===== src/rtl/cnn_pkg.sv =====
// Shared constants, types and helpers for the layer-2 pooling stage.
package cnn_pkg;

    localparam int MAP_W = 11;   // feature-map width and height
    localparam int DW    = 18;   // signed data width
    localparam int AW    = 7;    // feature-map RAM address width
    localparam int OUT_W = 5;    // pooled map width and height

    typedef logic signed [DW-1:0] data_t;
    typedef logic [2:0]           win_idx_t;

    typedef enum logic [1:0] {
        ST_IDLE,
        ST_READ,
        ST_OUT,
        ST_DONE
    } pool_state_t;

    // Address of the top-left word of pooling window (pr, pc).
    function automatic logic [AW-1:0] win_base(input win_idx_t pr, input win_idx_t pc);
        return AW'(2 * MAP_W * int'(pr) + 2 * int'(pc));
    endfunction

endpackage


===== src/rtl/max2_s.sv =====
// Combinational signed maximum of two words; a tie returns input a.
module max2_s
    import cnn_pkg::*;
(
    input  data_t a,
    input  data_t b,
    output data_t y
);

    // b wins only when strictly greater, so the held value survives ties
    assign y = (b > a) ? b : a;

endmodule


===== src/rtl/l2_maxpool.sv =====
// 2x2 stride-2 signed max pooling over the 11x11 layer-2 feature map.
// Reads each window through the 1-cycle RAM and streams 25 results.
module l2_maxpool
    import cnn_pkg::*;
(
    input  logic          clk,
    input  logic          rst_n,
    input  logic          start,
    output logic [AW-1:0] addr_rd,
    input  logic [DW-1:0] ram_dout,
    output logic [DW-1:0] out_data,
    output logic          out_valid,
    input  logic          out_ready,
    output logic          busy,
    output logic          done
);

    pool_state_t state, state_next;
    logic [2:0]  sub;
    win_idx_t    pr, pc;
    data_t       max_r, sample, max_y;
    logic        last_win, accept;

    assign sample   = data_t'(ram_dout);
    assign last_win = (pr == win_idx_t'(OUT_W - 1)) && (pc == win_idx_t'(OUT_W - 1));
    assign accept   = out_valid && out_ready;

    max2_s u_max (
        .a (max_r),
        .b (sample),
        .y (max_y)
    );

    // State register
    always_ff @(posedge clk or negedge rst_n) begin
        // NOTE: clocked state uses non-blocking assignments so every register samples pre-edge values.
        if (!rst_n) state <= ST_IDLE;
        else        state <= state_next;
    end

    // Next-state logic
    always_comb begin
        // NOTE: default assigned first so no path leaves state_next unassigned (no latch).
        state_next = state;
        unique case (state)
            ST_IDLE: if (start)         state_next = ST_READ;
            ST_READ: if (sub == 3'd4)   state_next = ST_OUT;
            ST_OUT:  if (accept)        state_next = last_win ? ST_DONE : ST_READ;
            ST_DONE:                    state_next = ST_IDLE;
            default:                    state_next = ST_IDLE;
        endcase
    end

    // Address sequencing, max accumulation, output stream and status flags
    always_ff @(posedge clk or negedge rst_n) begin
        if (!rst_n) begin
            sub       <= '0;
            pr        <= '0;
            pc        <= '0;
            max_r     <= '0;
            addr_rd   <= '0;
            out_data  <= '0;
            out_valid <= 1'b0;
            busy      <= 1'b0;
            done      <= 1'b0;
        end else begin
            done <= 1'b0;
            unique case (state)
                ST_IDLE: begin
                    if (start) begin
                        sub     <= '0;
                        pr      <= '0;
                        pc      <= '0;
                        addr_rd <= win_base('0, '0);
                        busy    <= 1'b1;
                    end
                end
                ST_READ: begin
                    sub <= sub + 3'd1;
                    // TL -> TR -> BL -> BR, then hold on BR
                    case (sub)
                        3'd0:    addr_rd <= addr_rd + AW'(1);
                        3'd1:    addr_rd <= addr_rd + AW'(MAP_W - 1);
                        3'd2:    addr_rd <= addr_rd + AW'(1);
                        default: ;
                    endcase
                    // Samples arrive two edges after their address: TL at sub=1, BR at sub=4
                    if (sub == 3'd1)      max_r <= sample;
                    else if (sub >= 3'd2) max_r <= max_y;
                    if (sub == 3'd4) begin
                        out_data  <= max_y;
                        out_valid <= 1'b1;
                        sub       <= '0;
                    end
                end
                ST_OUT: begin
                    if (accept) begin
                        out_valid <= 1'b0;
                        if (last_win) begin
                            busy <= 1'b0;
                            done <= 1'b1;
                        end else begin
                            sub <= '0;
                            if (pc == win_idx_t'(OUT_W - 1)) begin
                                pc      <= '0;
                                pr      <= pr + 3'd1;
                                addr_rd <= win_base(pr + 3'd1, '0);
                            end else begin
                                pc      <= pc + 3'd1;
                                addr_rd <= win_base(pr, pc + 3'd1);
                            end
                        end
                    end
                end
                ST_DONE: ;
                default: ;
            endcase
        end
    end

endmodule


===== config.mk =====
export PLATFORM = sky130hd
export DESIGN_NAME = l2_maxpool
export DESIGN_NICKNAME = d
export VERILOG_FILES = /design/src/rtl/cnn_pkg.sv /design/src/rtl/max2_s.sv /design/src/rtl/l2_maxpool.sv
export SDC_FILE = /design/constraint.sdc
export NUM_CORES = 1
export LEC_CHECK = 0
export CORE_AREA = 5 5 123 67
export DETAILED_ROUTE_END_ITERATION = 8
export DIE_AREA = 0 0 128 72
export GPL_ROUTABILITY_DRIVEN = 0
export PLACE_DENSITY = 0.85
export SLEW_MARGIN = 15
export SYNTH_ARGS = -nofsm -noshare
export SYNTH_HDL_FRONTEND = slang
export SYNTH_HIERARCHICAL = 1
export SYNTH_SLANG_ARGS = --single-unit

===== constraint.sdc =====
create_clock -name clk -period 6.3 [get_ports clk]
set_clock_uncertainty 0.1 [all_clocks]
set_input_delay 1.26 -clock clk [delete_from_list [all_inputs] [get_ports clk]]
set_output_delay 1.26 -clock clk [all_outputs]
set_load 0.005 [all_outputs]

Word-level counts from Yosys, hierarchy flattened
Cells that the tools add are included. W data, S select, Z words.

Equal/unequal tests: 15. $add $sub $neg: 6. $lt $le $gt $ge: 2. $mul: 2. Reduce and logical (&&, ||, !) cells: 18. Multiplexer cells: 37.

Operators by type and width (number): $mux W18 (3); $mux W3 (10); $mux W7 (4); $pmux W7 S3 (1); $gt A18 B18 Y1 (1); $pmux W7 S2 (1); $mul A4 B3 Y6 const A (2); $ne A2 B2 Y1 const B (6); $pmux W3 S2 (2); $reduce_and A4 Y1 (3); $reduce_and A5 Y1 (2); $add A3 B1 Y3 const B (3); $eq A3 B3 Y1 const B (3); $pmux W3 S3 (1); $mux W1 (8); $mux W2 (4); $pmux W2 S4 (1); $add A7 B1 Y7 const B (1); $add A7 B4 Y7 (1); $add A7 B4 Y7 const B (1); $reduce_and A3 Y1 (2); $reduce_bool A2 Y1 (3); $eq A2 B2 Y1 const B (2); $pmux W1 S2 (2); other kinds (11) (13).

Flip-flop bits (word level): 57. Output and inout port bits: 28. Word-level logic and storage cells: 90. Input bits: 22.

Depth between registers and ports, before layout
Depth in word-level cells: 6. Gate-level depth with buffers: 11. Depth with buffers taken out: 10.

Cells and area by module
Netlist, hierarchy kept.

Modules (own cells, without submodules): l2_maxpool (times used 1, seq. area each 1426.4 µm², cells each 326, area an instance 3397.0 µm²); max2_s (times used 1, seq. area each 0.0 µm², cells each 85, area an instance 770.7 µm²).

Worst setup path after synthesis
OpenSTA, ideal clock, no wires.

Path type: input-to-reg. From: input ram_dout[17]. To: register out_data[10]. Path slack: 2.682 ns. Cell stages on the path: 9. Required time: 6.075 ns. Arrival time: 3.393 ns. Setup time: 0.125 ns. Buffers on the path: 1. Path through: ha_1 -> nand4_2 -> nor2_2 -> a221oi_2 -> o211ai_2 -> o221ai_4 -> buf_8 -> mux2_4 -> mux2_2.

Word-level cells in the longest chain between the ends: 2.

Ends and longest elaborated chain: from (decl) (line l2_maxpool.sv:10) `input logic [DW-1:0] ram_dout,`; $gt A18 B18 Y1 (line max2_s.sv:11) `assign y = (b > a) ? b : a;`; $mux W18 (line max2_s.sv:11); net max_y[10] (line l2_maxpool.sv:21) `data_t max_r, sample, max_y;`; to (signal assigned) (line l2_maxpool.sv:91) `out_data <= max_y;`; to (decl) (line l2_maxpool.sv:11) `output logic [DW-1:0] out_data,`.

The timed path passes the listed nets, and every way through them passes these cells. A chain may end at the register's enable or synchronous reset.

Worst setup path after layout
From: input ram_dout[17]. To: register out_data[6].

The elaborated chain is that of the path after synthesis.

==> reports/results.tsv <==
metric	value	unit
R2R Path End	out_data[6]	
share of post-route cells with drive strength above 1	13.6	%
antenna violations before repair	0	
hold-critical path depth	1	
min Tclk post-route	4260	ps
DR iter-0 viols	262	
final wirelength	10.2	mm
Die Span X	128	um
clock buffer count from CTS	9	
CTS-repair resized insts	0	
hold buffer count at CTS	0	
leakage power	2.39	nW
CTS tree	done	
post-CTS setup buffers	0	
pin count of the biggest net entering global routing	58	
hold path endpoint	out_data[8]	
synthesized instance count	411	
switching share of power	40.5	%
internal power	0.00142	W
number of flops mapped to enable cells by yosys	0	
CP arrival	4360	ps
P_sw	0.000969	W
Fin Setup TNS	0	ps
top post-synthesis cells by area	dfrtp_1 (34%), ha_1 (14%), mux2_2 (5.9%)	
global route total overflow	0	
initial core utilization	59.1	%
Avg Cell Area, Syn	10.1	um2
Power, Total	0.00239	W
worst path required time	6410	ps
endpoint class of the critical path	flop	
PortBufs	49	
final worst path period share	67.6	%
slew at the pin with the worst max-slew slack	851	ps
number of global-route vias before repair	3372	
first-pass GRT wire length	16.9	mm
nets@finish	531	
Hold Vio Cnt, Final	0	
Layout area overhead	21.0	%
Post-DRT Antenna Nets	0	
utilization after layout	71.6	%
Power Dens Cells	474	mW/mm2
Crit Reg-Reg Startpoint	max_r[17]	
peak supply drop	0.185	mV
setup ws final	2040	ps
leading cell type in the layout, fill and taps excluded	dfrtp_1	
Skew-Pair Late Insertion Delay	330	ps
DR vias/cell	5.82	
via count	3259	
CTS Buffer Depth	2	
MaxCap Viol Count	0	
Comb power frac	52.9	%
WL/cell	18.2	um
Die H	72	um
Worst Path Max Fanout	18	
Slew Viols, Final	0	
# rows	22	
core area	0.00705	mm2
f_max	235	MHz
final setup vio count	0	
Syn Nets	483	
CTS root buffer	clkbuf_16	
Main synth FF type	dfrtp_1	
#FFs+latches synth	57	
area share of the largest cell type after synthesis	34.2	%
clock share of power	22.4	%
1st-pass router iterations	4	
worst min-delay path class	flop to flop	
share of flip-flops with an asynchronous set or reset	100	%
Rel. slew slack	43.3	%
register area share after synthesis	34.2	%
CP Launch Type	input pin	
outcome	finished clean	
Synth cell types	58	
RSZ-0062 raised after global routing	false	
Sinks on Clock Net	57	
number of I/O pins	50	
Reg clk slew, reported paths	50	ps
total die area	0.00922	mm2
total of warnings raised by yosys	6	
R2R depth	9	
critical path class	input pin to flop	
Synth area leader	dfrtp_1	
Mapped Area	0.00417	mm2
depth of the CTS H-tree	3	
sequential power share	24.8	%
overall routing resource usage	23.4	%
pre-CTS setup slack	1770	ps
number of remaining DRC errors	0	
Register-to-Register Setup Slack	3000	ps
most frequent cells in the layout	dfrtp_1 (57), clkdlybuf4s50_1 (48), ha_1 (47), nand2_1 (44), o21ai_0 (34)	
# diodes	0	
DP HPWL	7.21	mm
beginning of the worst hold path	out_data[8]	
cells by family (layout without fill, tap and decap cells):
| group | Yosys count | count (layout) | share of synthesized area, % |
|---|---|---|---|
| compound gates | 98 | 98 | 15.8 |
| simple gates | 93 | 93 | 11.6 |
| flops | 57 | 57 | 34.2 |
| fa+ha+maj | 50 | 50 | 15.6 |
| xor+xnor | 10 | 10 | 2.43 |
| buf+inv | 48 | 101 | 5.16 |
| mux | 55 | 55 | 15.2 |
through the flow:
step           std cells  cell area (um2)  hold WS [ps]
2_1_floorplan        411             4170           366
3_3_place_gp         544             4720           384
3_5_place_dp         544             4720           390
4_1_cts              560             5040           405
5_1_grt              560             5040           411
6_report             560             5040           400
critical path, cell delays in order:
cell             delay [ps]
clkdlybuf4s50_1         450
ha_1                    390
nand4_2                 170
nor2_2                   70
a221oi_2                420
o211ai_2                190
o221ai_4                710
mux2_2                  420
mux2_1                  280
power by group through the flow:
stage	logic [W]	registers [W]	clock network, W
floorplan	0.000927	0.000570	0
global placement	0.00117	0.000586	0
detailed placement	0.00123	0.000594	0
CTS	0.00125	0.000591	0.000537
global route	0.00140	0.000612	0.000554
finish	0.00126	0.000592	0.000535
worst max path at each step:
stage	start	to	slack, ps	cells past startpoint
2_1_floorplan	ram_dout[17]	out_data[10]	2680	9
3_3_place_gp	ram_dout[15]	out_data[5]	1820	9
3_5_place_dp	ram_dout[17]	out_data[5]	1770	9
4_1_cts	ram_dout[17]	max_r[2]	2070	10
5_1_grt	ram_dout[17]	max_r[1]	1860	10
6_report	ram_dout[17]	out_data[6]	2040	9
cells in the mapped netlist (all sizes together) (2+ instances only):
cell type / number
a211o: 4
a211oi: 2
a21o: 7
a21oi: 16
a22o: 4
a22oi: 2
a31oi: 5
and2: 2
buf: 9
clkbuf: 6
dfrtp: 57
fa: 3
ha: 47
inv: 33
mux2: 36
mux2i: 19
nand2: 45
nand3: 8
nand4: 7
nor2: 13
nor2b: 6
nor3: 2
nor4: 2
o211ai: 4
o21a: 2
o21ai: 41
o31ai: 4
or3: 2
xnor2: 5
xor2: 4
layer usage:
layer	vias up	wire [um]	track usage, %
met1	1561	4980	33.5
met4	0	132	6.94
met5	-	0	0
met2	112	4440	34.5
li1	1573	-	-
met3	13	615	6.76
area by class of cell:
type	count	area, um2
Inverter	33	124
Sequential cell	57	1430
Clock buffer	14	264
Tap cell	96	120
Multi-Input combinational cell	306	2540
Fill cell	517	2000
Clock inverter	2	60.1
Timing Repair Buffer	52	508
state kept, by name, indices dropped and copies added, names as in the netlist:
name,cells
state,2
pc,3
out_data,18
done,1
addr_rd,7
out_valid,1
sub,3
max_r,18
busy,1
pr,3
No activity file was read; power rests on OpenSTA's default activity.
